$ cat config.mk
export PLATFORM = sky130hd
export DESIGN_NAME = mem_arbiter
export DESIGN_NICKNAME = d
export VERILOG_FILES = /design/src/rtl/mem_arb_pkg.sv /design/src/rtl/mem_arbiter_rr_pick.sv /design/src/rtl/mem_arbiter.sv
export SDC_FILE = /design/constraint.sdc
export NUM_CORES = 1
export LEC_CHECK = 0
export BUFFER_PORTS_ARGS = -buffer_cell sky130_fd_sc_hd__buf_2
export CORE_MARGIN = 2
export CORE_UTILIZATION = 45
export DETAILED_ROUTE_END_ITERATION = 7
export GPL_ROUTABILITY_DRIVEN = 0
export GPL_TIMING_DRIVEN = 0
export PLACE_DENSITY = 0.8
export SLEW_MARGIN = 40
export SYNTH_ARGS = -nofsm -noshare
export SYNTH_HDL_FRONTEND = slang
export SYNTH_SLANG_ARGS = --single-unit
$ cat constraint.sdc
create_clock -name clk_i -period 2.6 [get_ports clk_i]
set_clock_uncertainty 0.15 [all_clocks]
set_input_delay 0.13 -clock clk_i [delete_from_list [all_inputs] [get_ports clk_i]]
set_output_delay 0.13 -clock clk_i [all_outputs]
set_load 0.05 [all_outputs]
$ cat src/rtl/mem_arb_pkg.sv
// mem_arb_pkg: state encoding, default sizing and small helpers shared by
// mem_arbiter and its round-robin picker.
package mem_arb_pkg;

  localparam int ARB_NREQ    = 4;
  localparam int ARB_WIDTH   = 8;
  localparam int ARB_DEPTH   = 16;
  localparam int ARB_TIMEOUT = 8;

  // IDLE: choose a requester; ISSUE: one-cycle memory request;
  // WAIT: await the memory acknowledge; DONE: one-cycle ready pulse.
  typedef enum logic [1:0] {
    IDLE  = 2'd0,
    ISSUE = 2'd1,
    WAIT  = 2'd2,
    DONE  = 2'd3
  } arb_state_e;

  // Width of a requester index; a lone requester still needs one bit.
  function automatic int idx_width(input int n);
    return (n > 1) ? $clog2(n) : 1;
  endfunction

endpackage

$ cat src/rtl/mem_arbiter_rr_pick.sv
// rr_pick: combinational round-robin selector. The search starts one past
// the previous winner and wraps, so the previous winner is examined last.
module rr_pick
  import mem_arb_pkg::*;
#(
  parameter int NREQ = ARB_NREQ,
  parameter int IDXW = idx_width(NREQ)
) (
  input  logic [NREQ-1:0] req,
  input  logic [IDXW-1:0] last,
  output logic [IDXW-1:0] grant,
  output logic            any
);

  // Walk the candidates in rotated order and keep the first active one.
  always_comb begin
    logic [IDXW-1:0] cand;
    grant = '0;
    any   = 1'b0;
    cand  = '0;
    for (int i = 1; i <= NREQ; i++) begin
      cand = IDXW'((int'(last) + i) % NREQ);
      if (!any && req[cand]) begin
        any   = 1'b1;
        grant = cand;
      end
    end
  end

endmodule

$ cat src/rtl/mem_arbiter.sv
// mem_arbiter: round-robin arbiter that funnels NREQ requesters into one
// memory port, one transaction at a time (IDLE -> ISSUE -> WAIT -> DONE).
// Optional WAIT watchdog enabled by defining MEM_ARB_TIMEOUT_EN.
//
// Handshake: a requester holds req_valid_i with a stable payload until it
// sees its one-cycle req_ready_o pulse; the payload is captured at grant, so
// later changes do not affect the transaction in flight. On the memory side
// mem_valid_o is a one-cycle request and mem_ready_i is the acknowledge that
// arrives on some later cycle (read data is valid alongside it).
module mem_arbiter
  import mem_arb_pkg::*;
#(
  parameter int NREQ    = ARB_NREQ,
  parameter int WIDTH   = ARB_WIDTH,
  parameter int DEPTH   = ARB_DEPTH,
  parameter int ADDR    = $clog2(DEPTH),
  parameter int TIMEOUT = ARB_TIMEOUT
) (
  input  logic                  clk_i,
  input  logic                  rst_i,
  input  logic [NREQ-1:0]       req_valid_i,
  input  logic [NREQ-1:0]       req_wr_rd_i,
  input  logic [NREQ*ADDR-1:0]  req_addr_i,
  input  logic [NREQ*WIDTH-1:0] req_wdata_i,
  output logic [NREQ-1:0]       req_ready_o,
  output logic [WIDTH-1:0]      req_rdata_o,
  output logic                  timeout_o,
  output logic                  mem_valid_o,
  output logic                  mem_wr_rd_o,
  output logic [ADDR-1:0]       mem_addr_o,
  output logic [WIDTH-1:0]      mem_wdata_o,
  input  logic [WIDTH-1:0]      mem_rdata_i,
  input  logic                  mem_ready_i
);

  localparam int IDXW = idx_width(NREQ);

  if (TIMEOUT < 1) begin : g_timeout_check
    $error("mem_arbiter: TIMEOUT must be at least 1");
  end

  // Current FSM state, kept as a named enum for observation.
  arb_state_e       state;
  logic [IDXW-1:0]  last_grant;
  logic [IDXW-1:0]  grant;
  logic [IDXW-1:0]  pick;
  logic             any_req;
  logic [ADDR-1:0]  pick_addr;
  logic [WIDTH-1:0] pick_wdata;
  logic [NREQ-1:0]  grant_onehot;

  rr_pick #(
    .NREQ (NREQ),
    .IDXW (IDXW)
  ) u_rr_pick (
    .req   (req_valid_i),
    .last  (last_grant),
    .grant (pick),
    .any   (any_req)
  );

  assign pick_addr    = req_addr_i[int'(pick)*ADDR +: ADDR];
  assign pick_wdata   = req_wdata_i[int'(pick)*WIDTH +: WIDTH];
  assign grant_onehot = NREQ'(1) << grant;

`ifdef MEM_ARB_TIMEOUT_EN
  localparam int CNT_W = $clog2(TIMEOUT + 1);
  logic [CNT_W-1:0] wait_cnt;
`else
  assign timeout_o = 1'b0;
`endif

  // Transaction FSM with all outputs registered alongside the state.
  always_ff @(posedge clk_i or posedge rst_i) begin
    if (rst_i) begin
      state       <= IDLE;
      last_grant  <= IDXW'(NREQ - 1);
      grant       <= '0;
      mem_valid_o <= 1'b0;
      mem_wr_rd_o <= 1'b0;
      mem_addr_o  <= '0;
      mem_wdata_o <= '0;
      req_ready_o <= '0;
      req_rdata_o <= '0;
`ifdef MEM_ARB_TIMEOUT_EN
      timeout_o   <= 1'b0;
      wait_cnt    <= '0;
`endif
    end else begin
      case (state)
        IDLE: begin
          if (any_req) begin
            state       <= ISSUE;
            grant       <= pick;
            last_grant  <= pick;
            mem_valid_o <= 1'b1;
            mem_wr_rd_o <= req_wr_rd_i[pick];
            mem_addr_o  <= pick_addr;
            mem_wdata_o <= pick_wdata;
          end
        end
        ISSUE: begin
          state       <= WAIT;
          mem_valid_o <= 1'b0;
`ifdef MEM_ARB_TIMEOUT_EN
          wait_cnt    <= '0;
`endif
        end
        WAIT: begin
          if (mem_ready_i) begin
            state       <= DONE;
            req_ready_o <= grant_onehot;
            // Writes leave the shared read-data register untouched.
            if (!mem_wr_rd_o) begin
              req_rdata_o <= mem_rdata_i;
            end
          end
`ifdef MEM_ARB_TIMEOUT_EN
          else if (wait_cnt == CNT_W'(TIMEOUT - 1)) begin
            // Watchdog expiry completes the transaction without read data.
            state       <= DONE;
            req_ready_o <= grant_onehot;
            timeout_o   <= 1'b1;
          end else begin
            wait_cnt <= wait_cnt + 1'b1;
          end
`endif
        end
        DONE: begin
          state       <= IDLE;
          req_ready_o <= '0;
          mem_wr_rd_o <= 1'b0;
          mem_addr_o  <= '0;
          mem_wdata_o <= '0;
`ifdef MEM_ARB_TIMEOUT_EN
          timeout_o   <= 1'b0;
`endif
        end
        default: state <= IDLE;
      endcase
    end
  end

endmodule

# After elaboration in Yosys (flattened, before gate mapping)
# Index checks and enable logic that the tools add are counted.
# op_classes
n_addsub,4
order_cmp,5
eq_ne,5
shifts,3
mux,31
bitwise_logic,1
n_reduce_logical,16
# op_table
cell,n
$shiftx 32x6->8,1
$pmux 4 s2,2
$pmux 8 s2,1
$shiftx 16x5->4,1
$lt 2x3->1 const B,5
$mux 2,6
$mux 1,11
$bmux 1 s2,5
$reduce_and 2->1,5
$mux 4,2
$mux 8,1
$pmux 2 s4,1
$reduce_bool 2->1,3
$add 2x1->2 const B,2
$add 2x2->2 const B,2
$eq 2x2->1 const B,2
$ne 2x2->1 const B,2
$pmux 1 s2,2
$shl 1x2->4 const A,1
$logic_and 1x1->1,3
$logic_not 1->1,3
$reduce_and 3->1,1
$eq 2x1->1 const B,1
$logic_not 2->1,1
$not 1->1,1
# word_totals
regBits,32
input_bits,67
output_inout_bits,27
elab_cells,74

# Depth between registers and ports, before layout
# Gate-level depths: netlist (run 1).
# depth
depth_word,17
depth_mapped,7
ltp_nobuf,6

# By module
# From an unflattened synthesis (run 1), not the netlist that was laid out.
# hier_totals
cells_unflattened,168
hier_area_um2,1918.1
# by_module_without_submodules
mod,n_inst,cells_each,area_per_inst_um2,seq_area_each_um2
mem_arbiter,1,154,1826.8,803.3
rr_pick,1,14,91.3,0.0

# Least setup slack after synthesis (run 1)
# Ideal clock, no wire load.
# synth_path
path_type,register -> register
start,register last_grant[1]
end,register mem_addr_o[0]
setup_ps,138
t_arrival_ps,1650
t_required_ps,2312
setup_slack_ps,663
path_stages_with_launch,8
n_path_buf,2
synth_period_minus_slack_ps,1937
cell_sequence,dfstp_2 > buf_6 > mux2i_1 > o2bb2ai_2 > nor2_4 > buf_6 > mux2i_1 > o221ai_1
# synth_via
elab_chain_cells,16
word_cells_on_any_way,31
classes_between,add/sub (4); eq/ne (1); shift (1); mux (18); reduce/logical (7)
# synth_lines
item,line,rtl
from (decl),mem_arbiter.sv:44,logic [IDXW-1:0] last_grant;
from (signal assigned),mem_arbiter.sv:77,last_grant <= IDXW'(NREQ - 1);
from (signal assigned),mem_arbiter.sv:95,last_grant <= pick;
$add 2x1->2,mem_arbiter_rr_pick.sv:22,cand = IDXW'((int'(last) + i) % NREQ);
$bmux 1 s2,mem_arbiter_rr_pick.sv:23,if (!any && req[cand]) begin
$mux 1 (implied by the code),mem_arbiter_rr_pick.sv:23,
$mux 1,mem_arbiter_rr_pick.sv:23,
$logic_not 1->1,mem_arbiter_rr_pick.sv:23,
$logic_and 1x1->1,mem_arbiter_rr_pick.sv:23,
$mux 1,mem_arbiter_rr_pick.sv:23,
$logic_not 1->1,mem_arbiter_rr_pick.sv:23,
$logic_and 1x1->1,mem_arbiter_rr_pick.sv:23,
$mux 1,mem_arbiter_rr_pick.sv:23,
$logic_not 1->1,mem_arbiter_rr_pick.sv:23,
$logic_and 1x1->1,mem_arbiter_rr_pick.sv:23,
$mux 2,mem_arbiter_rr_pick.sv:23,
$shiftx 16x5->4,mem_arbiter.sv:62,assign pick_addr = req_addr_i[int'(pick)*ADDR +: ADDR];
$mux 4,mem_arbiter.sv:92,if (any_req) begin
$pmux 4 s2,mem_arbiter.sv:90,case (state)
to (signal assigned),mem_arbiter.sv:98,mem_addr_o <= pick_addr;
to (decl),mem_arbiter.sv:30,"output logic [ADDR-1:0] mem_addr_o,"
# Parallel ways exist; a longest one is shown, timed or not. The select of a mux whose other input is x is not followed.
# A chain may end at the register's enable or synchronous reset.

# Worst setup path in the final report (run 1)
# layout_path
start,register last_grant[1]
end,register mem_wr_rd_o
# layout_via
elab_chain_cells,17
word_cells_on_any_way,32
classes_between,add/sub (4); eq/ne (1); mux (20); reduce/logical (7)
# layout_lines
item,line,rtl
$add 2x1->2,mem_arbiter_rr_pick.sv:22,
$bmux 1 s2,mem_arbiter_rr_pick.sv:23,
$mux 1 (implied by the code),mem_arbiter_rr_pick.sv:23,
$mux 1,mem_arbiter_rr_pick.sv:23,
$logic_not 1->1,mem_arbiter_rr_pick.sv:23,
$logic_and 1x1->1,mem_arbiter_rr_pick.sv:23,
$mux 1,mem_arbiter_rr_pick.sv:23,
$logic_not 1->1,mem_arbiter_rr_pick.sv:23,
$logic_and 1x1->1,mem_arbiter_rr_pick.sv:23,
$mux 1,mem_arbiter_rr_pick.sv:23,
$logic_not 1->1,mem_arbiter_rr_pick.sv:23,
$logic_and 1x1->1,mem_arbiter_rr_pick.sv:23,
$mux 2,mem_arbiter_rr_pick.sv:23,
$bmux 1 s2,mem_arbiter.sv:97,mem_wr_rd_o <= req_wr_rd_i[pick];
$mux 1 (implied by the code),mem_arbiter.sv:97,
$mux 1,mem_arbiter.sv:92,
$pmux 1 s2,mem_arbiter.sv:90,
to (signal assigned),mem_arbiter.sv:97,
to (decl),mem_arbiter.sv:29,"output logic mem_wr_rd_o,"
# Parallel ways exist; a longest one is shown, timed or not. The select of a mux whose other input is x is not followed.

==> metrics.md, run 1 <==
| Metric | Value |
|---|---|
| Syn Inst Count | ~170 |
| Cts bufs inserted | 5 |
| Placed insts | approximately 310 |
| Seq pwr share | 0.268 |
| Worst path max stage delay | about 0.53 ns |
| Inserted Diodes | 0 |
| Initial antenna violation count | 0 |
| Top post-synthesis cells by area | dfrtp_1, mux2i_1, mux2_2, nand2_1, o221ai_1 |
| Clock Latency Late Sink | roughly 0.28 ns |
| Slew @ Worst Pin | 0.6630 ns |
| PwrDens | between 1000 and 1500 nW/µm² |
| Syn_nets | approximately 240 |
| Post-synth top area cell | dfrtp_1 |
| Syn Area/Cell | 10.57 µm² |
| Synth warn | 0 |
| First-pass GRT wire length | a little over 7000 µm |
| Hold Vio Cnt, Final | 1 |
| Dpl hpwl | 3550 µm |
| Pwr Total | 3.182 mW |
| Int Pwr | between 1.5 and 2 mW |
| Clock tree sinks | 32 |
| GRT overflow | 0 |
| Worst Path Max Fanout | 10 |
| Area Overhead vs Synth | 39.85% |
| Worst min-delay path class | in -> reg |
| Routed len/inst | 14.17 µm |
| Most frequent cells in the layout | buf_2, dfrtp_1, nand2_1, mux2i_1, o21ai_0 |
| Rows | 23 |
| Psw | approximately 1.5 mW |
| Comb pwr share | 0.584 |
| Main synth FF type | dfrtp_1 |
| Reg-to-Reg Start | last_grant[1]$_DFFE_PP1P_ |
| # DRC | 0 |
| Failing checks | hold timing |
| Gr usage total | 0.2084 |
| Post-synthesis register bit count | 32 |
| WP buf/inv | 2 |
| Sw Ratio | 0.4845 |
| Post-synth top area share | 0.4129 |
| Cell Count, Final, Fillers Out | ~330 |
| IO Pins | 94 |
| Largest net degree at the start of global routing | 33 |
| Vias/cell | approximately 5.2 |
| Crit Path Class | reg -> reg |
| Iteration count of the initial detailed-routing pass | 4 |
| RSZ-0062 raised after global routing | no |
| Final Setup Violations | 0 |
| FF-to-FF End | mem_wr_rd_o$_DFFE_PP0P_ |
| Post-DRT Antenna Nets | 0 |
| Placeable core area | a little under 4000 µm² |
| Root Buffer | clkbuf_8 |
| Final period util | 0.8218 |
| Initial DRC Count | slightly above 80 |
| Clk network pwr share | 0.148 |
| Fmax | about 470 MHz |
| R2r worst-path depth | 7 |
| Maximum Capacitance Violations | 0 |
| Fraction of registers with async set/reset | 1.000 |
| Crit-path cells | buf_6 > mux2i_1 > o2bb2ai_2 > nor2_4 > buf_6 > mux2i_1 > o211ai_1 |
| R2r setup slk | 0.46 ns |
| Post-synth EDFFs | 0 |
| Register area share after synthesis | 0.4418 |
| Hold Path End | mem_wdata_o[7]$_DFFE_PP0P_ |
| Clock buffer depth | 2 |
| Die Y-Extent | a little under 70 µm |
| Commonest non-fill, non-tap cell in the layout | buf_2 |
| Die Wd | about 68 µm |
| Min Tclk post-route | 2.137 ns |
| DP Area | 2341 µm² |
| Final net count | 351 |
| Post-CTS sizing | 0 |
| Clock-pin slew on the worst setup and hold paths | approximately 0.07 ns |
| IO buf count | just over 90 |
| Finished layout cell area | 2542 µm² |
| Starting Density | 0.4611 |
| Distinct cells, synth | 43 |
| Share of cells above drive strength 1 | 0.4591 |
| Routed via count | ~1,700 |
| Hold_ws | -0.002487 ns |
| Critical Path Source Type | flop |
| Slowest CP cell | dfstp_2 |
| CTS tree | yes |
| Post-route setup TNS | 0 ns |
| Die ar. | ~4600 µm² |
| Min-delay src | req_wdata_i[31] |
| Slew Viols, Final | 0 |
| H-tree levels | 2 |
| Crit path DAT | 2.15 ns |
| Static leakage | between 1 and 1.5 nW |
| Worst IR Drop VDD | roughly 0.66 mV |
| Worst hold path depth | 3 |
| Post-Route WL | roughly 4700 µm |
| Worst rel slew slack | 0.5574 |
| Type of element capturing the critical path | flop |
| Synth Cell Area | ~1800 µm² |
| Status | complete, but fails checks |
| Critical path data required time | between 2 and 3 ns |
| Worst path top cell family by delay | multiplexers |
| Number of global-route vias before repair | 1,520 |
-- worst max-delay path by stage --
stage / cells after the start / endpoint / start
after CTS: 7 / mem_wdata_o[6]$_DFFE_PP0P_ / last_grant[1]$_DFFE_PP1P_
final: 7 / mem_wr_rd_o$_DFFE_PP0P_ / last_grant[1]$_DFFE_PP1P_
after global routing: 7 / mem_wdata_o[1]$_DFFE_PP0P_ / last_grant[1]$_DFFE_PP1P_
after detailed placement: 7 / mem_wdata_o[6]$_DFFE_PP0P_ / last_grant[1]$_DFFE_PP1P_
after floorplan: 7 / mem_addr_o[0]$_DFFE_PP0P_ / last_grant[1]$_DFFE_PP1P_
after global placement: 7 / mem_wdata_o[0]$_DFFE_PP0P_ / last_grant[1]$_DFFE_PP1P_
-- power by group through the flow --
| stage | registers [mW] | clock network [mW] | logic, mW |
|---|---|---|---|
| floorplan | 1.45 | 0 | 0.837 |
| global placement | 0.851 | 0 | 1.82 |
| detailed placement | 0.860 | 0 | 1.86 |
| CTS | 0.852 | 0.475 | 1.87 |
| global route | 0.882 | 0.503 | 2.00 |
| finish | 0.853 | 0.470 | 1.86 |
-- per-layer routing --
metal	GRT usage	vias to the layer above	routed length, µm
li1	-	844	-
met5	0	-	0
met1	0.2655	819	1993
met2	0.3554	62	2386
met3	0.03500	6	262
met4	0.07143	0	47
-- state kept, by name, summed over array words and instances, names as in the netlist --
register	cells
mem_wdata_o	8
req_rdata_o	8
mem_addr_o	4
req_ready_o	4
grant	2
last_grant	2
state	2
mem_valid_o	1
mem_wr_rd_o	1
-- kinds of logic (layout without fill, tap and decap cells) --
logic type,count (synthesis),count (layout),share of synthesized area
buffers and inverters,16,125,0.05437
adders and majority gates,4,4,0.02753
and+or+nand+nor,45,45,0.1253
muxes,31,31,0.1762
other,1,1,0.002063
DFF,32,32,0.4418
AOI/OAI and AO/OA,43,43,0.1728
-- worst reg2reg max path, stage by stage, from the launching register on --
cell       delay [ns]
dfstp_2          0.53
buf_6            0.12
mux2i_1          0.27
o2bb2ai_2        0.17
nor2_4           0.20
buf_6            0.20
mux2i_1          0.27
o211ai_1         0.11
-- cells in the mapped netlist, types with 2 or more instances --
master	number
ha_1	4
nand2_1	24
dfrtp_1	30
nor2_1	3
o21ai_0	12
inv_1	7
clkbuf_1	2
mux2i_1	23
dfstp_2	2
nand3_1	4
buf_6	4
o211ai_1	3
nand2b_1	2
a21o_2	3
nor2b_1	2
a22o_1	2
a21oi_1	3
o221ai_1	9
buf_4	2
mux2_2	8
-- layout make-up --
type,count,area (µm²)
Tap cell,50,62.56
Timing Repair Buffer,101,550.5
Multi-Input combinational cell,124,915.9
Clock inverter,3,42.54
Clock buffer,5,68.82
Inverter,7,26.28
Fill cell,321,1400
Buffer,9,72.57
Sequential cell,32,803.3
-- per-stage QoR --
stage,util,worst slack (ns)
2_1_floorplan,-,0.6626
5_1_grt,0.6449,0.3382
3_3_place_gp,0.5938,0.5065
6_report,0.6449,0.4633
4_1_cts,0.6449,0.4582
3_5_place_dp,0.5938,0.4681
-- repair_timing --
action | in CTS | in global routing
hold buffers | 9 | 0
hold endpoints to repair | 38 | 0
buffers inserted | 0 | 0
(Power assumes the default switching activity.)
==> inputs of run 2 (changes only) <==
clock period = 2 ns   (was 2.6 ns; I/O delays follow)
==> metrics.md, run 2 (synthesis results as in run 1) <==
| Metric | Value |
|---|---|
| Status | complete, but fails checks |
| Failing checks | hold timing, setup timing |
| Slowest CP cell | dfstp_2 |
| Post-DRT Antenna Nets | 0 |
| Routed len/inst | 15.48 µm |
| Final net count | between 300 and 400 |
| Int Pwr | 2.311 mW |
| Finished layout cell area | approximately 2800 µm² |
| Worst path max stage delay | between 0.5 and 0.6 ns |
| Regs by FF count | mem_wdata_o: 8 flops, req_rdata_o: 8 flops |
| Worst Path Max Fanout | 10 |
| IO buf count | just over 90 |
| Routed via count | between 1,500 and 2,000 |
| Worst path top cell family by delay | flip-flops |
| Hold Vio Cnt, Final | 2 |
| Critical Path Source Type | flop |
| Clock Latency Late Sink | 0.28 ns |
| Crit-path cells | buf_6 > mux2i_4 > o2bb2ai_4 > nor2_4 > buf_12 > mux2i_2 > o211ai_1 |
| R2r setup slk | -0.06 ns |
| Die Wd | roughly 68 µm |
| Largest net degree at the start of global routing | 33 |
| CP Launch Point | last_grant[1]$_DFFE_PP1P_ |
| Clock-pin slew on the worst setup and hold paths | 0.07 ns |
| DP Area | 2341 µm² |
| Seq pwr share | 0.252 |
| Worst IR Drop VDD | 0.8756 mV |
| Iteration count of the initial detailed-routing pass | 4 |
| Critical path data required time | between 2 and 2.5 ns |
| Initial DRC Count | between 100 and 150 |
| Post-Route WL | approximately 5400 µm |
| Gr usage total | 0.2379 |
| CTS tree | yes |
| PwrDens | ~1600 nW/µm² |
| Clock buffer depth | 2 |
| H-tree levels | 2 |
| Dpl hpwl | between 3000 and 4000 µm |
| Static leakage | 1.438 nW |
| Crit path DAT | between 2 and 2.5 ns |
| Min-delay src | req_addr_i[4] |
| Final Setup Violations | 10 |
| WP buf/inv | 2 |
| Initial antenna violation count | 0 |
| Sw Ratio | 0.4781 |
| Pwr Total | 4.427 mW |
| Comb pwr share | 0.608 |
| Final period util | 1.030 |
| Root Buffer | clkbuf_8 |
| Slew @ Worst Pin | roughly 0.66 ns |
| Fmax | about 490 MHz |
| Placeable core area | approximately 3900 µm² |
| Cts bufs inserted | 5 |
| Placement Setup Slack | -0.1319 ns |
| Worst min-delay path class | in -> reg |
| Number of global-route vias before repair | approximately 1,700 |
| Area Overhead vs Synth | 55.20% |
| GRT overflow | 0 |
| Share of cells above drive strength 1 | 0.4784 |
| Rows | 23 |
| Clock tree sinks | 32 |
| IO Pins | 94 |
| Maximum Capacitance Violations | 0 |
| Psw | 2.117 mW |
| Type of element capturing the critical path | flop |
| Setup WS post-layout | -0.06063 ns |
| Inserted Diodes | 0 |
| Vias/cell | ~5.3 |
| Die Y-Extent | about 68 µm |
| Starting Density | 0.4611 |
| Crit Path Class | reg -> reg |
| Slew Viols, Final | 0 |
| RSZ-0062 raised after global routing | yes |
| # DRC | 0 |
| Hold_ws | -0.007803 ns |
| Reg-to-Reg Start | last_grant[1]$_DFFE_PP1P_ |
| Die ar. | 4564 µm² |
| Clk network pwr share | 0.140 |
| Most frequent cells in the layout | buf_2, dfrtp_1, nand2_1, dlygate4sd3_1, mux2i_1 |
| Worst rel slew slack | 0.5625 |
| Min Tclk post-route | just over 2 ns |
| Commonest non-fill, non-tap cell in the layout | buf_2 |
| First-pass GRT wire length | 8038 µm |
run 2: cell types whose count changed in the layout (fill, tap and decap cells not counted), moves of 2 or more:
cell / previous run / this run
mux2i_1: 23 / 18
buf_4: 2 / 7
buf_12: 0 / 2
dlygate4sd3_1: 9 / 23
mux2i_2: 0 / 4
run 2: path summary, 6_finish.rpt:
check | endpoint | cells after the start
worst max register to register | mem_wr_rd_o$_DFFE_PP0P_ | 7
max in group asynchronous | req_ready_o[0]$_DFFE_PP0P_ | 3
worst min-delay path | mem_addr_o[0]$_DFFE_PP0P_ | 3
worst min register to register | mem_valid_o$_DFFE_PP0P_ | 2
worst max-delay path | mem_wr_rd_o$_DFFE_PP0P_ | 7
min in group asynchronous | req_rdata_o[6]$_DFFE_PP0P_ | 3
run 2: power by group through the flow:
stage               Clock [mW]  Sequential, mW  Combinational [mW]
detailed placement           0            1.12                2.42
CTS                      0.617            1.11                2.68
global route             0.662            1.16                2.86
finish                   0.622            1.12                2.69
global placement             0            1.11                2.36
floorplan                    0            1.89                1.09
run 2: worst register-to-register path, stage by stage, from the launching register on:
cell	delay, ns
dfstp_2	0.53
buf_6	0.12
mux2i_4	0.26
o2bb2ai_4	0.11
nor2_4	0.22
buf_12	0.19
mux2i_2	0.26
o211ai_1	0.11
run 2: per-layer routing:
metal	vias up	routed length, µm	part of all wire	GRT usage
li1	888	-	-	-
met1	877	2227	0.41	0.2970
met2	89	2794	0.51	0.4203
met3	11	346	0.064	0.03167
met4	0	65	0.012	0.07908
met5	-	0	0	0
run 2: what timing repair did:
item	CTS	global route
endpoints found under the hold margin	45	1
pin swaps	4	5
resized for setup	13	5
endpoints found under the setup margin	13	21
hold buffers	22	1
setup buffers	6	1
gates cloned	1	0
run 2: cell type report:
class / count / area, µm²
Buffer: 8 / 85.08
Timing Repair Buffer: 122 / 755.7
Clock buffer: 5 / 68.82
Multi-Input combinational cell: 124 / 977.2
Inverter: 7 / 26.28
Fill cell: 286 / 1121
Tap cell: 50 / 62.56
Sequential cell: 32 / 803.3
Clock inverter: 3 / 42.54
run 2: metrics by stage:
| step | setup TNS [ns] | cells | hold slack (ns) | util |
|---|---|---|---|---|
| 2_1_floorplan | 0 | 172 | 0.06472 | - |
| 3_3_place_gp | -0.7639 | 314 | 0.1830 | 0.5938 |
| 3_5_place_dp | -1.329 | 314 | 0.08972 | 0.5938 |
| 4_1_cts | -0.03411 | 351 | 0.0004879 | 0.7134 |
| 5_1_grt | -1.082 | 351 | 0.007085 | 0.7156 |
| 6_report | -0.3035 | 351 | -0.007803 | 0.7156 |
==> inputs of run 3 (changes only) <==
CORE_UTILIZATION = 49   (was 45)
PLACE_DENSITY = 0.86   (was 0.8)
REMOVE_ABC_BUFFERS = 1   (was default)
clock period = 2.7 ns   (was 2 ns; I/O delays follow)
==> metrics.md, run 3 (synthesis results as in run 1) <==
| Metric | Value |
|---|---|
| Pwr Total | just over 3 mW |
| Worst IR Drop VDD | approximately 0.57 mV |
| R2r worst-path depth | 5 |
| Vias/cell | around 5.3 |
| Final net count | between 300 and 400 |
| Share of cells above drive strength 1 | 0.4522 |
| H-tree levels | 2 |
| Slew Viols, Final | 0 |
| Min Tclk post-route | 2.565 ns |
| Filler cells | 280 |
| Initial antenna violation count | 1 |
| Reg-to-Reg Start | last_grant[1]$_DFFE_PP1P_ |
| Clock Latency Late Sink | 0.29 ns |
| Clock tree sinks | 32 |
| Status | finished, final reports clean |
| PwrDens | ~1200 nW/µm² |
| Clock-pin slew on the worst setup and hold paths | 0.07 ns |
| Hold Path End | mem_wdata_o[3]$_DFFE_PP0P_ |
| Maximum Capacitance Violations | 0 |
| CTS tree | yes |
| Commonest non-fill, non-tap cell in the layout | buf_2 |
| Type of element capturing the critical path | flop |
| Fmax | ~390 MHz |
| Iteration count of the initial detailed-routing pass | 4 |
| Most frequent cells in the layout | buf_2, dfrtp_1, nand2_1, mux2i_1, o21ai_0 |
| Clock buffer depth | 2 |
| Routed len/inst | between 15 and 20 µm |
| Cts bufs inserted | 5 |
| Worst Path Max Fanout | 22 |
| First-pass GRT wire length | 7438 µm |
| Static leakage | 1.301 nW |
| Routed via count | roughly 1,700 |
| Rows | 22 |
| Root Buffer | clkbuf_8 |
| # DRC | 0 |
| IO buf count | 92 |
| Post-DRT Antenna Nets | 0 |
| Worst min-delay path class | in -> reg |
| Crit path DAT | 2.57 ns |
| Critical path data required time | 2.70 ns |
| Hold Vio Cnt, Final | 0 |
| Initial DRC Count | 106 |
| Dpl hpwl | about 3400 µm |
| Worst rel slew slack | 0.4816 |
| RSZ-0062 raised after global routing | no |
| CP Launch Point | last_grant[1]$_DFFE_PP1P_ |
| Slew @ Worst Pin | about 0.78 ns |
| R2r setup slk | 0.13 ns |
| Final Setup Violations | 0 |
| Die Y-Extent | around 65 µm |
| Number of global-route vias before repair | between 1,500 and 2,000 |
| Post-Route WL | between 4000 and 5000 µm |
| Crit Path Class | reg -> reg |
| Placeable core area | ~3600 µm² |
| Post-CTS sizing | 0 |
| Critical Path Source Type | flop |
| Min-delay src | req_wdata_i[11] |
| Starting Density | 0.5042 |
| GRT overflow | 0 |
| Post-route setup TNS | 0 ns |
| Die ar. | roughly 4200 µm² |
| FF-to-FF End | mem_wdata_o[6]$_DFFE_PP0P_ |
| Die Wd | around 65 µm |
| Worst hold path depth | 3 |
| Post-CTS setup buffers | 0 |
| Regs by FF count | mem_wdata_o: 8 flops, req_rdata_o: 8 flops |
| CTS Hold Bufs | 9 |
| Final period util | 0.9500 |
| Area Overhead vs Synth | 36.89% |
| Largest net degree at the start of global routing | 33 |
| Gr usage total | 0.2411 |
| IO Pins | 94 |
## run 3: cell count changes in the layout (fill, tap and decap cells not counted), sizes merged
cell and delta:
diode +1, clkinvlp -1, clkinv -1, dlygate4sd3 -14, buf -14, clkbuf +1
## run 3: layer usage
metal  up-vias  global-route usage  routed length [µm]
met1       799              0.2534                1857
met4         0              0.1197                  87
li1        824                   -                   -
met2        63              0.4304                2539
met5         -                   0                   0
met3         9             0.07639                 349
## run 3: layout make-up
type / count / area, µm² / share of cell area
antenna: 1 / 2.502 / 0.001006
clock buffer: 7 / 96.34 / 0.03871
clock inverter: 1 / 30.03 / 0.01207
inverter: 7 / 26.28 / 0.01056
multi-input combinational: 124 / 919.6 / 0.3695
sequential: 32 / 803.3 / 0.3228
tap: 48 / 60.06 / 0.02413
timing repair buffer: 101 / 550.5 / 0.2212
## run 3: critical path, cell delays in order (launching register included)
cell and delay (ns):
dfstp_2 0.63, mux2i_1 0.31, o2bb2ai_2 0.17, nor2_4 0.64, mux2i_1 0.35, o221ai_1 0.16
## run 3: worst max path at each step
stage,depth (start not counted),to,slack [ns]
final,5,mem_wdata_o[6]$_DFFE_PP0P_,0.13
after detailed placement,5,mem_wdata_o[6]$_DFFE_PP0P_,0.21
after global placement,5,mem_wdata_o[3]$_DFFE_PP0P_,0.28
after floorplan,5,mem_addr_o[0]$_DFFE_PP0P_,0.53
after global routing,5,mem_wdata_o[6]$_DFFE_PP0P_,0.04
after CTS,5,mem_wdata_o[6]$_DFFE_PP0P_,0.19
## run 3: through the flow
stage / cell area, µm² / std cells / hold WS, ns / setup slack, ns / utilization
floorplan: 1745 / 163 / 0.09972 / 0.5287 / -
global placement: 2266 / 303 / 0.2198 / 0.2812 / 0.6284
detailed placement: 2270 / 303 / 0.1189 / 0.2124 / 0.6294
CTS: 2486 / 320 / 0.008357 / 0.1916 / 0.6895
global route: 2489 / 321 / 0.02220 / 0.03745 / 0.6901
finish: 2489 / 321 / 0.008098 / 0.1349 / 0.6901
## run 3: power by group
part / total (mW) / internal, mW / switching [mW] / leakage, nW
clock: 0.502 / 0.325 / 0.176 / 0.0645
sequential: 0.850 / 0.710 / 0.140 / 0.399
combinational: 1.71 / 0.540 / 1.17 / 0.838
